### config.mk
export PLATFORM = sky130hd
export DESIGN_NAME = cp0_access_arbiter
export DESIGN_NICKNAME = d
export VERILOG_FILES = /design/src/rtl/cp0_pkg.sv /design/src/rtl/flopren.sv /design/src/rtl/cp0_access_arbiter.sv
export SDC_FILE = /design/constraint.sdc
export NUM_CORES = 1
export LEC_CHECK = 0
export BUFFER_PORTS_ARGS = -buffer_cell sky130_fd_sc_hd__buf_2
export CAP_MARGIN = 10
export CORE_MARGIN = 2
export CORE_UTILIZATION = 51
export CTS_BUF_LIST = sky130_fd_sc_hd__clkbuf_4
export CTS_CLUSTER_SIZE = 12
export DETAILED_ROUTE_END_ITERATION = 7
export PLACE_DENSITY = 0.95
export REMOVE_ABC_BUFFERS = 1
export SKIP_CTS_REPAIR_TIMING = 1
export SYNTH_ARGS = -nofsm -noshare
export SYNTH_HDL_FRONTEND = slang
export SYNTH_SLANG_ARGS = --single-unit
### constraint.sdc
create_clock -name clk -period 4.1 [get_ports clk]
set_input_delay 0.615 -clock clk [delete_from_list [all_inputs] [get_ports clk]]
set_output_delay 0.615 -clock clk [all_outputs]
set_load 0.05 [all_outputs]
### src/rtl/cp0_pkg.sv
// Shared CP0 definitions: arbiter FSM states, register-file geometry and
// the architectural register indices the exception path writes most often.
package cp0_pkg;

  localparam int CP0_AW = 5;
  localparam int CP0_DW = 32;

  localparam logic [CP0_AW-1:0] STATUS = 5'd12;
  localparam logic [CP0_AW-1:0] CAUSE  = 5'd13;
  localparam logic [CP0_AW-1:0] EPC    = 5'd14;

  typedef enum logic [2:0] {
    IDLE    = 3'd0,
    EXC_WR  = 3'd1,
    PIP_WR  = 3'd2,
    PIP_RD  = 3'd3,
    RD_WAIT = 3'd4,
    RD_RESP = 3'd5
  } cp0_state_e;

endpackage

### src/rtl/flopren.sv
// Enable flop with asynchronous active-high reset to zero.
module flopren #(
  parameter int W = 1
) (
  input  logic         clk,
  input  logic         rst,
  input  logic         en,
  input  logic [W-1:0] d,
  output logic [W-1:0] q
);

  // Load d when enabled, otherwise hold; reset clears.
  always_ff @(posedge clk or posedge rst) begin
    if (rst)     q <= '0;
    else if (en) q <= d;
  end

endmodule

### src/rtl/cp0_access_arbiter.sv
// Arbitrates the single CP0 register-file port between the exception unit
// (writes only) and the pipeline (MTC0 writes / MFC0 reads).
//
// Handshake: a requester raises req with its fields stable and holds all of
// them until it sees its ack pulse high at a rising edge; it drops req on that
// same edge. Requests are only looked at in IDLE, the winner's fields are
// latched at the grant edge, and every transfer returns to IDLE before the
// next grant, so consecutive transfers are always separated by one IDLE cycle.
import cp0_pkg::*;

module cp0_access_arbiter #(
  parameter int STARVE_MAX = 4
) (
  input  logic                             clk,
  input  logic                             rst,
  input  logic                             exc_req,
  input  logic [CP0_AW-1:0]                exc_addr,
  input  logic [CP0_DW-1:0]                exc_wdata,
  output logic                             exc_ack,
  input  logic                             pip_req,
  input  logic                             pip_we,
  input  logic [CP0_AW-1:0]                pip_addr,
  input  logic [CP0_DW-1:0]                pip_wdata,
  output logic                             pip_ack,
  output logic [CP0_DW-1:0]                pip_rdata,
  output logic [CP0_AW-1:0]                cp0_addr,
  output logic [CP0_DW-1:0]                cp0_wdata,
  output logic                             cp0_we,
  output logic                             cp0_re,
  input  logic [CP0_DW-1:0]                cp0_rdata,
  output logic                             busy,
  output cp0_state_e                       dbg_state,
  output logic [$clog2(STARVE_MAX+1)-1:0]  dbg_starve_cnt
);

  localparam int SCW = $clog2(STARVE_MAX + 1);
  localparam logic [SCW-1:0] STARVE_LIM = SCW'(STARVE_MAX);
  localparam int REQW = 1 + CP0_AW + CP0_DW;

  cp0_state_e          state_q, state_d;
  logic [SCW-1:0]      starve_q, starve_d;
  logic                starved, exc_win, pip_win, grant;
  logic                we_d, we_q;
  logic [CP0_AW-1:0]   addr_d, addr_q;
  logic [CP0_DW-1:0]   wdata_d, wdata_q;
  logic [CP0_DW-1:0]   rdata_q;
  logic                rd_capture;

  // Arbitration: exception first unless the pipeline has been passed over
  // STARVE_MAX times in a row and is still waiting.
  always_comb begin
    starved = pip_req && (starve_q == STARVE_LIM);
    exc_win = (state_q == IDLE) && exc_req && !starved;
    pip_win = (state_q == IDLE) && pip_req && !exc_win;
    grant   = exc_win || pip_win;
    we_d    = exc_win ? 1'b1      : pip_we;
    addr_d  = exc_win ? exc_addr  : pip_addr;
    wdata_d = exc_win ? exc_wdata : pip_wdata;
  end

  // Starvation counter: counts exception wins over a waiting pipeline, saturating.
  always_comb begin
    starve_d = starve_q;
    if (exc_win) begin
      if (!pip_req)                 starve_d = '0;
      else if (starve_q != STARVE_LIM) starve_d = starve_q + 1'b1;
    end else if (pip_win) begin
      starve_d = '0;
    end
  end

  // Next-state logic for the transfer sequencer.
  always_comb begin
    state_d = state_q;
    case (state_q)
      IDLE: begin
        if (exc_win)      state_d = EXC_WR;
        else if (pip_win) state_d = pip_we ? PIP_WR : PIP_RD;
      end
      EXC_WR:  state_d = IDLE;
      PIP_WR:  state_d = IDLE;
      PIP_RD:  state_d = RD_WAIT;
      RD_WAIT: state_d = RD_RESP;
      RD_RESP: state_d = IDLE;
      default: state_d = IDLE;
    endcase
  end

  // State and starvation counter registers.
  always_ff @(posedge clk or posedge rst) begin
    if (rst) begin
      state_q  <= IDLE;
      starve_q <= '0;
    end else begin
      state_q  <= state_d;
      starve_q <= starve_d;
    end
  end

  // Winner's request fields, frozen for the whole transfer.
  flopren #(.W(REQW)) u_req_hold (
    .clk (clk),
    .rst (rst),
    .en  (grant),
    .d   ({we_d, addr_d, wdata_d}),
    .q   ({we_q, addr_q, wdata_q})
  );

  assign rd_capture = (state_q == RD_WAIT);

  // Read result; only a completed read's capture cycle updates it.
  flopren #(.W(CP0_DW)) u_rdata_hold (
    .clk (clk),
    .rst (rst),
    .en  (rd_capture),
    .d   (cp0_rdata),
    .q   (rdata_q)
  );

  // Register-file port and acknowledges decoded from the current state.
  always_comb begin
    cp0_addr  = '0;
    cp0_wdata = '0;
    cp0_we    = 1'b0;
    cp0_re    = 1'b0;
    exc_ack   = 1'b0;
    pip_ack   = 1'b0;
    busy      = 1'b0;
    if (state_q != IDLE) begin
      busy      = 1'b1;
      cp0_addr  = addr_q;
      cp0_wdata = wdata_q;
    end
    case (state_q)
      EXC_WR:  begin cp0_we = we_q; exc_ack = 1'b1; end
      PIP_WR:  begin cp0_we = we_q; pip_ack = 1'b1; end
      PIP_RD:  cp0_re  = !we_q;
      RD_RESP: pip_ack = 1'b1;
      default: ;
    endcase
  end

  assign pip_rdata      = rdata_q;
  assign dbg_state      = state_q;
  assign dbg_starve_cnt = starve_q;

endmodule
==> impl_summary.md, run 1 <==
Status
The flow ran to the end, and the final reports show no timing, DRC or antenna violations.

Synthesis
The number of warnings issued by yosys is 0. After synthesis, the cell types taking the most area are sky130_fd_sc_hd__dfrtp_1, sky130_fd_sc_hd__mux2_2, sky130_fd_sc_hd__o221ai_1. The post-synthesis sequential area ratio is approximately half. In the synthesized netlist, the number of instances is about 370. In this run, synthesis produced a sequential element count of 76. Summed over all instances, the cell type with the most area after synthesis is sky130_fd_sc_hd__dfrtp_1.

Of all flip-flops after synthesis, the portion carrying an async set or reset was 100.0%. Of the post-synthesis cell area, the dominant cell type holds 51.26%. The area of the mapped netlist is 3710 um2. After synthesis, the netlist uses 35 different library cells. The average instance in the mapped netlist occupies 10.08 um2. The most used flip-flop cell after synthesis is sky130_fd_sc_hd__dfrtp_1. The number of enable flip-flop cells after synthesis is 0.

Timing
Measured against its own limit, the worst slew margin works out to 49.58%. The final hold violation count came to 0. The worst path uses 61.86% of the clock period. Setup violations remaining at the end of the flow were counted as 0. The peak clock frequency supported by timing is just under 0.4 GHz. The minimum setup slack in the final design is approximately 1.6 ns. The slew at the pin closest to its max-slew limit is roughly 0.76 ns. The worst hold slack after final layout is 0.2292 ns. The clock period could shrink to 2.536 ns. The clock arrives with 0.01418 ns of skew.

Setup repair after global routing left no endpoint under its margin. The final number of max-transition violations is 0. The sum of negative setup slack is 0 ns.

Critical path
Of all nets on the critical path, the largest fanout is 50. The arrival time reported for the critical path endpoint is 1.92 ns. Measured in cells, the most critical reg-to-reg path has a length of 6. The startpoint identified for the worst register-to-register timing path is dbg_state[1]. STA classifies the critical path endpoint as an output port. Data on the critical path is required at its endpoint by 3.48 ns.

The critical path in this run is classified as reg2out. The sort of element at the start of the critical path is a flop. In this run the critical register-to-register path is captured at u_req_hold.q[31]. The setup slack of the worst register-to-register path is 1.62 ns.

Power and ir drop
The power density over the cells is 957.1 nW/um2. For this design the static power due to leakage is 2.447 nW. The largest vdd supply drop is between 0.5 and 0.6 mV. Power comes to about 0.0046 W.

Clock tree
Clock-pin slew was measured on the worst setup and hold paths at around 0.13 ns. The number of CTS-inserted buffers is 9. The number of sinks driven by the clock tree is 76. The later pin in the worst-skew pair is clocked with a latency of 0.39 ns.

The deepest clock path buffer count is 2. The H-tree generated during clock tree synthesis spans 3 levels. The clock tree from TritonCTS is done. In this run the clock root is driven by a sky130_fd_sc_hd__clkbuf_4.

Route
For this run, the detailed router's first-pass iteration total came to 5. The routed design has roughly 9800 um of wire. The routed wirelength normalized by instance count is 15.24 um.

In this run the remaining antenna-violating nets after routing total 0. Using the TritonRoute via totals, the vias-per-cell ratio works out to 5.374. The number of DRC violations after detailed routing is 0.

For this block, the initial DRC count from the detailed router was 139. The total via count after detailed routing is 3,466.

Die
After floorplanning, the core was divided into 31 placement rows. The number of I/O pins is 191. The total core area is between 7000 and 8000 um2. The height of the die is 89.29 um.

From left edge to right edge, the die measures a little under 90 um. Once the floorplan was initialized, standard cells occupied 51.98% of the core. The die covers 7973 um2.

Placed design
The placed wire-length estimate is 7329 um. The congestion estimate from routability-driven global placement came to 0.8245. During placement, the flow inserted port buffers numbering 190. The setup slack after placement is 1.530 ns. Once placement completed, the tool counted placed cells totaling 629.

Finish
The layout has a little under 600 filler cells. The share of final-layout standard cells stronger than drive strength 1 is 46.34%. At the end of the flow, the number of nets in the layout was 654. Excluding fillers, the count of instances in the completed layout stands at approximately 650. The area added between synthesis and finish is 29.11%. The number of diodes is 0. The sequential cell area is 1902 um2. In the final layout, the multi-input gates occupy 1444 um2.

Global route
The overall fraction of global-route tracks in use is 23.69%. The initial antenna violation count is 0. After global routing the overflow that remains totals 0. The via count of the first global-routing pass is 3,126. The first-pass GRT wire length is 14,480 um. The pin count of the biggest net entering global routing is between 50 and 60.

Hold path
The worst hold path belongs to the class in2async.

Run
Max-cap violations in this run came to 0.
[power breakdown]
group	internal (W)	total [W]	switching, W
combinational	0.000748	0.00287	0.00212
clock	0.000189	0.000454	0.000265
sequential	0.00110	0.00126	0.000164
[flip-flops by register name, summed over array words and instances, names as in the netlist]
signal,cells
u_rdata_hold.q,32
dbg_starve_cnt,3
u_req_hold.q,38
dbg_state,3
[per-layer routing]
metal  GRT usage, %  part of all wire [%]  vias up
li1               -                     -     1632
met4          8.820                   2.0        0
met1          29.06                    40     1659
met3          4.617                   7.5       15
met2          41.41                    50      160
met5              0                     0        -
[layout make-up]
| type | count | share of cell area (%) |
|---|---|---|
| repair buffers | 198 | 21.11 |
| inverters | 44 | 3.474 |
| flip-flops and latches | 76 | 39.71 |
| clock inverters | 7 | 1.567 |
| well taps | 99 | 2.586 |
| multi-input cells | 212 | 30.15 |
| clock buffers | 9 | 1.411 |
[how the worst max path moves through the flow]
stage / startpoint / end / slack, ns / cells after the start
after CTS: dbg_state[0] / cp0_wdata[16] / 1.52 / 4
after detailed placement: exc_req / u_req_hold.q[28] / 1.53 / 5
final: dbg_state[1] / cp0_wdata[16] / 1.56 / 4
after floorplan: dbg_state[0] / u_req_hold.q[31] / 0.12 / 4
after global routing: dbg_state[1] / cp0_addr[1] / 1.39 / 4
after global placement: exc_req / u_req_hold.q[31] / 1.61 / 5
[stage by stage]
step,cell area (um2),util [%]
floorplan,3511,-
global placement,4647,65.11
detailed placement,4647,65.11
CTS,4790,67.11
global route,4790,67.11
finish,4790,67.11
[Yosys cell counts, types with 2 or more instances]
library cell,n
sky130_fd_sc_hd__ha_1,2
sky130_fd_sc_hd__o22ai_1,2
sky130_fd_sc_hd__nand4_1,38
sky130_fd_sc_hd__buf_1,2
sky130_fd_sc_hd__buf_4,2
sky130_fd_sc_hd__nor2b_1,2
sky130_fd_sc_hd__buf_6,5
sky130_fd_sc_hd__inv_1,43
sky130_fd_sc_hd__clkbuf_1,12
sky130_fd_sc_hd__and2_1,2
sky130_fd_sc_hd__nor3b_1,2
sky130_fd_sc_hd__dfrtp_1,76
sky130_fd_sc_hd__nand2_1,38
sky130_fd_sc_hd__buf_2,15
sky130_fd_sc_hd__mux2_2,32
sky130_fd_sc_hd__nor2_1,40
sky130_fd_sc_hd__o221ai_1,37
[cell families after synthesis]
family,count (synthesis),synth area share [%]
buffers and inverters,80,9.814
AND/OR/NAND/NOR,131,17.77
XOR/XNOR,1,0.2361
flip-flops,76,51.26
multiplexers,33,9.983
AO/OA/AOI/OAI,45,10.25
adder cells (fa/ha/maj),2,0.6744
[critical path, stage by stage, from the launching register on]
cell	delay, ns
sky130_fd_sc_hd__dfrtp_1	0.53
sky130_fd_sc_hd__nor3_4	0.22
sky130_fd_sc_hd__buf_4	0.43
sky130_fd_sc_hd__nor2_1	0.10
sky130_fd_sc_hd__buf_2	0.23
[layout by cell type (no fill, tap or decap), types with 2 or more instances in the layout]
cell,instances
sky130_fd_sc_hd__and2_1,2
sky130_fd_sc_hd__buf_2,190
sky130_fd_sc_hd__buf_4,8
sky130_fd_sc_hd__clkbuf_4,9
sky130_fd_sc_hd__clkinv_2,2
sky130_fd_sc_hd__clkinvlp_4,3
sky130_fd_sc_hd__dfrtp_1,76
sky130_fd_sc_hd__ha_1,2
sky130_fd_sc_hd__inv_1,42
sky130_fd_sc_hd__inv_6,2
sky130_fd_sc_hd__mux2_2,32
sky130_fd_sc_hd__nand2_1,38
sky130_fd_sc_hd__nand4_1,38
sky130_fd_sc_hd__nor2_1,40
sky130_fd_sc_hd__nor2b_1,2
sky130_fd_sc_hd__nor3b_1,2
sky130_fd_sc_hd__o221ai_1,37
sky130_fd_sc_hd__o22ai_1,2
Note: power is estimated with default switching activity, not from simulation.
==> run 2, diff against run 1 <==
CORE_UTILIZATION = 47   (was 51)
PLACE_DENSITY = 0.93   (was 0.95)
clock period = 2.4 ns   (was 4.1 ns; I/O delays follow)
==> run 2 against run 1 <==
  * The run now ends with hold timing left
  * Combinational power rose by 76%
  * First-iteration DRC count fell by 1.4%
  * Sequential power grew 72%
  * Non-clock buffer count is 6 higher
  * Critical path depth grew 1
  * Power rose by 77%
  * Clock power is 96% higher
  * Setup slack lost 1.4 ns
  * Worst hold slack worse by 0.25 ns
  * Clock-buffer cell count stayed put
  * Sequential share of layout area down 1.1 points
  * Critical path type unchanged
  * Largest cell class unchanged
==> impl_summary.md, run 2 (synthesis gave the netlist of run 1 again) <==
Route
The routed wirelength normalized by instance count was 15.03 um (-1.4%). The via density per instance is 5.346 (-0.52%). The number of DRC violations after detailed routing is 0 (unchanged). The number of violations reported at the end of detailed-routing iteration 0 is 137 (-1.4%). The iteration count of the initial detailed-routing pass is 5 (unchanged). The total via count after detailed routing is 3,496 (+0.87%). The final wirelength is 9831 um (unchanged). The number of nets still failing antenna checks after routing came to 0 (unchanged).

Finish
The largest registers in the layout are u_req_hold.q (38), u_rdata_hold.q (32). The number of diodes is 0 (unchanged). u_req_hold.q holds more flip-flops than any other register. Leaving out fill and tap cells, the most frequent cells in the layout are sky130_fd_sc_hd__buf_2, sky130_fd_sc_hd__dfrtp_1, sky130_fd_sc_hd__inv_1.

The number of flip-flops in the largest register is 38 (unchanged). The final standard cell utilization of the core is 64.06% (-3.0 points). The number of nets in the layout is 660 (+0.92%). From synthesis to final layout, the design area changed by 32.75%. The library cell used most frequently in the layout, excluding fill and tap cells, is sky130_fd_sc_hd__buf_2. The share of final-layout standard cells stronger than drive strength 1 is 46.92% (+0.58 points).

Global route
The remaining global-route overflow is 0 (unchanged). The initial antenna violation count is 0 (unchanged). The first-pass GRT wire length is 15,440 um (+6.6%). The pin count of the biggest net entering global routing is 43 (-16%). The overall fraction of global-route tracks in use came to 23.02% (-0.67 points).

The via count of the first global-routing pass is 3,208 (+2.6%).

Timing
The clock period could shrink to 2.233 ns. The remaining max-slew budget at the tightest pin is 58.46% (+8.9 points). Setup repair after global routing left no endpoint under its margin. The final number of max-transition violations is 0 (unchanged). The worst hold slack after final layout was -0.02452 ns (-0.2537 ns). The slew at the pin closest to its max-slew limit is 0.6224 ns (-0.1339 ns). The count of final setup violators came to 0 (unchanged). The sum of negative setup slack is 0 ns (unchanged). The share of the clock period used by the worst path after layout is 93.06%. The largest clock skew in the final design came to 0.02343 ns (+0.009244 ns). The final hold violation count was 7 (+7).

The peak clock frequency supported by timing is 0.4477 GHz.

Die
The number of I/O pins is 191 (unchanged). The total core area is 7687 um2 (+7.7%). The total die area is 8620 um2 (+8.1%). The die extent in x was 92.85 um (+4.0%). The standard-cell row count is 32 (+3.2%).

The height of the die is 92.85 um (+4.0%). The starting density of the core is 48.26% (-3.7 points).

Clock tree
The CTS H-tree depth is 3 (unchanged). The clock insertion delay at the later pin of the skew report is 0.42 ns (+0.03 ns). The root cell of the clock tree is sky130_fd_sc_hd__clkbuf_4. The number of CTS-inserted buffers is 9 (unchanged).

The clock-pin slew on the worst setup and hold paths is 0.14 ns (about the same). The number of sinks driven by the clock tree came to 76 (unchanged). The deepest clock path buffer count is 2 (unchanged). The clock tree from TritonCTS is done.

Critical path
The maximum fanout count along the critical path is 28 (-44%). STA classifies the critical path endpoint as an output port. The required time of the worst setup path is 2.04 ns (-1.44 ns). The path depth of the worst reg2reg path is 4 (-2). The worst setup path is of the reg2out kind. The worst reg2reg path endpoint is u_rdata_hold.q[30]. The arrival time reported for the critical path endpoint is 1.87 ns (-0.05 ns). The startpoint of the most critical register-to-register path is dbg_state[1]. The setup slack of the worst register-to-register path is 0.58 ns (-1.04 ns). The worst setup path is launched from a flop.

Power and ir drop
The power density over the cells came to 1648 nW/um2 (+72%). The share of power burned in the clock network came to 11.0% (+1.1 points). The net switching power came to 0.004384 W (+72%).

The cell-internal power is 0.003733 W (+83%). The static leakage was 2.516 nW (+2.8%). The switching fraction of total power is 54.01% (-1.5 points). The largest vdd supply drop came to 0.9435 mV (+82%).

The total power draw was 0.008118 W (+77%). The combinational power share is 62.3% (-0.2 points). The relative contribution of sequential cells to total power is 26.8% (-0.8 points).

Status
The final reports fail on hold timing. The run finished, with violations left.

Placed design
The placed wire-length estimate came to 7282 um (-0.63%). The count of port buffers added during placement is 190 (unchanged). The global placement routability congestion is 0.8136 (-1.3%).

Hold path
The path class of the tightest hold or removal check is in2async.

Run
The max-capacitance violation count is 0 (unchanged).
## run 2: cell types whose count changed in the layout (fill, tap and decap cells not counted)
cell / delta
sky130_fd_sc_hd__inv_6: -1
sky130_fd_sc_hd__buf_12: +5
sky130_fd_sc_hd__clkinv_4: +2
sky130_fd_sc_hd__buf_4: +1
sky130_fd_sc_hd__bufinv_16: +1
sky130_fd_sc_hd__clkinvlp_4: -2
## run 2: power by group through the flow
stage | Clock, W | Combinational, W | Sequential, W
after floorplan | 0 | 0.00272 | 0.00321
after global placement | 0 | 0.00489 | 0.00216
after detailed placement | 0 | 0.00499 | 0.00221
after CTS | 0.000906 | 0.00501 | 0.00217
after global routing | 0.000965 | 0.00537 | 0.00224
final | 0.000890 | 0.00505 | 0.00217
## run 2: how the worst max path moves through the flow
stage	to	slack, ns	depth (start not counted)	startpoint
floorplan	u_req_hold.q[31]	-1.58	4	dbg_state[0]
global placement	cp0_addr[0]	0.45	4	dbg_state[1]
detailed placement	cp0_wdata[11]	0.42	4	dbg_state[1]
CTS	cp0_wdata[11]	-0.09	4	dbg_state[1]
global route	cp0_wdata[15]	0.06	5	dbg_state[1]
finish	cp0_wdata[11]	0.17	5	dbg_state[1]
## run 2: worst max-delay path, stage by stage, from the launching register on
cell and delay, ns:
sky130_fd_sc_hd__dfrtp_1 0.56, sky130_fd_sc_hd__nor3_4 0.27, sky130_fd_sc_hd__buf_12 0.16, sky130_fd_sc_hd__buf_12 0.17, sky130_fd_sc_hd__nor2_1 0.06, sky130_fd_sc_hd__buf_2 0.21
## run 2: metrics by stage
stage	setup WS [ns]	cell area, um2	hold slack, ns	std cells
2_1_floorplan	-1.577	3511	0.5020	332
3_3_place_gp	0.4484	4731	0.4441	636
3_5_place_dp	0.4192	4731	0.4563	636
4_1_cts	-0.09277	4897	-0.01695	652
5_1_grt	0.06080	4925	0.003728	654
6_report	0.1666	4925	-0.02452	654
## run 2: layout make-up
type                    count  area [um2]
fillers                   618        2763
flip-flops and latches     76        1902
multi-input cells         212        1444
repair buffers            204        1119
inverters                  44       166.4
well taps                 102       127.6
clock inverters             7       98.84
clock buffers               9       67.56
## run 2: metal layers
metal / vias to the layer above / GRT usage (%) / wire length, um
met1: 1643 / 28.22 / 3916
li1: 1646 / - / -
met5: - / 0 / 0
met3: 18 / 5.207 / 854
met2: 189 / 39.31 / 4841
met4: 0 / 9.191 / 218
==> run 3, diff against run 2 <==
ABC_AREA = 1   (was default)
PLACE_DENSITY = 0.92   (was 0.93)
==> run 3 against run 2 <==
  * The flow now finishes without violations
  * Non-clock buffer count down 3
  * Via count grew 11%
  * Synthesized cell count up 29%
  * Power up 4.2%
  * Clock-buffer cell count rose by 1
  * Register-to-register slack barely moved
  * Final area hardly changed
  * First-iteration DRC count grew 78%
  * Worst hold slack improved by 0.19 ns
  * Critical path depth up 1
  * Combinational power up 5.5%
==> impl_summary.md, run 3 <==
Synthesis
The area of the mapped netlist is 3775 um2 (+1.8%). The most used flip-flop cell after synthesis is sky130_fd_sc_hd__dfrtp_1. The most repeated cell in the gate-level netlist after synthesis is sky130_fd_sc_hd__nand3_1. The per-instance average area after synthesis is 7.930 um2 (-21%).

The gate count after technology mapping is 476 (+29%). The share of the synthesized area in the top cell type was 50.38% (-0.88 points). Of all cell types, the one taking the most synthesized area is sky130_fd_sc_hd__dfrtp_1. The number of warnings issued by yosys was 0 (unchanged). The number of enable flip-flop cells after synthesis came to 0 (unchanged). The post-synthesis cell type count is 22 (-37%). The register bit count reported by yosys came to 76 (unchanged). The post-synthesis sequential area ratio is 50.38% (-0.88 points). By count the netlist is led by sky130_fd_sc_hd__nand3_1, sky130_fd_sc_hd__nand2_1, sky130_fd_sc_hd__dfrtp_1, sky130_fd_sc_hd__inv_1, sky130_fd_sc_hd__nor2_1. By area the synthesized netlist is led by sky130_fd_sc_hd__dfrtp_1, sky130_fd_sc_hd__nand3_1, sky130_fd_sc_hd__nand2_1. The async set-reset flop share out of synthesis is 100.0% (unchanged).

Placed design
The count of port buffers added during placement was 190 (unchanged). The placed wire-length estimate is 7551 um (+3.7%). The global placement routability congestion is 0.7705 (-5.3%).

Route
The number of nets still failing antenna checks after routing came to 0 (unchanged). The total via count after detailed routing was 3,882 (+11%). The final wirelength was 10,180 um (+3.5%). The number of violations reported at the end of detailed-routing iteration 0 is 244 (+78%). The iteration count of the initial detailed-routing pass is 5 (unchanged). The routed wirelength normalized by instance count is 13.37 um (-11%). The number of DRC violations after detailed routing is 0 (unchanged). The via density per instance is 5.101 (-4.6%).

Clock tree
The number of sinks driven by the clock tree is 76 (unchanged). The clock insertion delay at the later pin of the skew report is 0.42 ns (about the same). The deepest clock path buffer count is 2 (unchanged). The number of CTS-inserted buffers is 9 (unchanged). The CTS H-tree depth is 3 (unchanged).

TritonCTS built the clock tree. The tree is rooted in a sky130_fd_sc_hd__clkbuf_4. The clock-pin slew on the worst setup and hold paths came to 0.13 ns (about the same).

Timing
The sum of negative setup slack is 0 ns (unchanged). The largest clock skew in the final design is 0.01646 ns (-0.006962 ns). The final hold violation count was 0 (-7). The worst hold slack after final layout was 0.1605 ns (+0.1850 ns). The share of the clock period used by the worst path after layout is 92.01% (-1.0 points). The slew at the pin closest to its max-slew limit is 0.5895 ns (-0.03290 ns).

The remaining max-slew budget at the tightest pin is 60.66% (+2.2 points). Setup repair after global routing left no endpoint under its margin. The peak clock frequency supported by timing is 0.4528 GHz (+1.1%). The final critical-path required period was 2.208 ns (-0.02511 ns). The count of final setup violators is 0 (unchanged).

The final number of max-transition violations was 0 (unchanged).

Global route
The initial antenna violation count is 0 (unchanged). The via count of the first global-routing pass was 3,529 (+10%). The first-pass GRT wire length is 16,200 um (+4.9%). The overall fraction of global-route tracks in use is 23.68% (+0.66 points). The remaining global-route overflow was 0 (unchanged). The pin count of the biggest net entering global routing is 44 (+2.3%).

Die
The number of I/O pins is 191 (unchanged). The starting density of the core came to 48.60% (+0.34 points). The die extent in x is 93.62 um (+0.83%). The total die area is 8765 um2 (+1.7%). The standard-cell row count was 32 (unchanged). The total core area came to 7767 um2 (+1.0%).

The height of the die is 93.62 um (+0.83%).

Power and ir drop
The static leakage came to 2.854 nW (+13%). The share of power burned in the clock network is 10.2% (-0.8 points). The net switching power came to 0.004874 W (+11%). The switching fraction of total power is 57.64% (+3.6 points). The largest vdd supply drop is 0.9487 mV (+0.56%). The relative contribution of sequential cells to total power is 26.7% (about the same).

The power density over the cells came to 1717 nW/um2 (+4.2%). The cell-internal power is 0.003582 W (-4.1%). The combinational power share came to 63.1% (+0.8 points).

Finish
The number of inserted filler cells in the final layout was 662 (+7.1%). The top cell types in the final layout, fill and taps aside, are sky130_fd_sc_hd__buf_2, sky130_fd_sc_hd__nand3_1, sky130_fd_sc_hd__nand2_1. In the final layout, the registers with the most flip-flops are u_req_hold.q (38), u_rdata_hold.q (32). The number of nets in the layout came to 767 (+16%). The share of final-layout standard cells stronger than drive strength 1 came to 34.29% (-13 points). Leaving out fill and tap cells, the most frequent cell in the layout is sky130_fd_sc_hd__buf_2. The area added between synthesis and finish is 30.43%.

The number of diodes came to 0 (unchanged). The final standard cell utilization of the core is 63.39% (-0.68 points). Ranked by flip-flop count, first place goes to u_req_hold.q.

The number of flip-flops in the largest register is 38 (unchanged).

Hold path
The worst hold path was traced through 3 stages. The min-delay analysis places its worst path in the category in2reg. The worst hold path begins at exc_wdata[18]. The worst min-delay path endpoint is u_req_hold.q[18].

Critical path
The path depth of the worst reg2reg path is 6 (+2). The worst setup path is captured at an output port. The required time of the worst setup path is 2.04 ns (about the same). The worst setup path is launched from a flop.

The startpoint-to-endpoint class of the critical path is reg2out. The setup slack of the worst register-to-register path is 0.58 ns (about the same). The maximum fanout count along the critical path is 26 (-7.1%).

The arrival time reported for the critical path endpoint was 1.85 ns (-0.02 ns). The startpoint of the most critical register-to-register path is dbg_state[0]. The worst reg2reg path endpoint is u_req_hold.q[22].

Run
The max-capacitance violation count came to 0 (unchanged).

Status
The flow ran to the end, and the final reports show no timing, DRC or antenna violations.
run 3: worst max-delay path by stage:
stage                                 start               end  slack [ns]  depth (start not counted)
final                          dbg_state[0]      cp0_wdata[5]        0.19                          6
after global routing           dbg_state[0]      cp0_wdata[4]        0.03                          6
after CTS                      dbg_state[0]      cp0_wdata[5]        0.16                          6
after detailed placement       dbg_state[0]  u_req_hold.q[22]        0.62                          6
after global placement    dbg_starve_cnt[0]   u_req_hold.q[8]        0.66                          7
after floorplan                dbg_state[2]       cp0_addr[0]       -0.74                          4
run 3: power by group through the flow:
stage	Combinational, W	Sequential, W	Clock (W)
global route	0.00575	0.00232	0.000969
CTS	0.00537	0.00225	0.000894
floorplan	0.00290	0.00327	0
global placement	0.00525	0.00224	0
finish	0.00533	0.00226	0.000866
detailed placement	0.00537	0.00227	0
run 3: metrics by stage:
stage	worst slack [ns]	power, W	area (um2)	instances
6_report	0.1917	0.008455	4923	761
3_5_place_dp	0.6189	0.007636	4750	744
3_3_place_gp	0.6650	0.007491	4750	744
5_1_grt	0.02756	0.009038	4923	761
4_1_cts	0.1601	0.008510	4913	760
2_1_floorplan	-0.7400	0.006176	3557	442
run 3: cell families after synthesis:
logic type      share of synthesized area (%)
compound gates                         0.6628
xor+xnor                               0.2321
fa+ha+maj                              0.6628
buf+inv                                 10.77
flops                                   50.38
simple gates                            37.29
run 3: layout make-up:
| class | count | area, um2 | share of cell area (%) |
|---|---|---|---|
| Multi-Input combinational cell | 317 | 1466 | 29.78 |
| Tap cell | 102 | 127.6 | 2.592 |
| Timing Repair Buffer | 201 | 1074 | 21.80 |
| Clock buffer | 10 | 75.07 | 1.525 |
| Clock inverter | 6 | 88.84 | 1.804 |
| Inverter | 49 | 190.2 | 3.863 |
| Sequential cell | 76 | 1902 | 38.63 |
run 3: routing by layer:
metal | GRT usage (%) | share of wire (%) | vias up
met2 | 41.55 | 48 | 227
met4 | 7.729 | 1.6 | 0
met1 | 28.31 | 40 | 1765
li1 | - | - | 1875
met5 | 0 | 0 | -
met3 | 6.205 | 10 | 15
run 3: worst max-delay path: stages (launching register included):
cell and delay (ns):
sky130_fd_sc_hd__dfrtp_1 0.48, sky130_fd_sc_hd__nor2_4 0.16, sky130_fd_sc_hd__nand2_1 0.08, sky130_fd_sc_hd__inv_2 0.21, sky130_fd_sc_hd__buf_12 0.21, sky130_fd_sc_hd__nor2_1 0.06
sky130_fd_sc_hd__buf_2 0.21
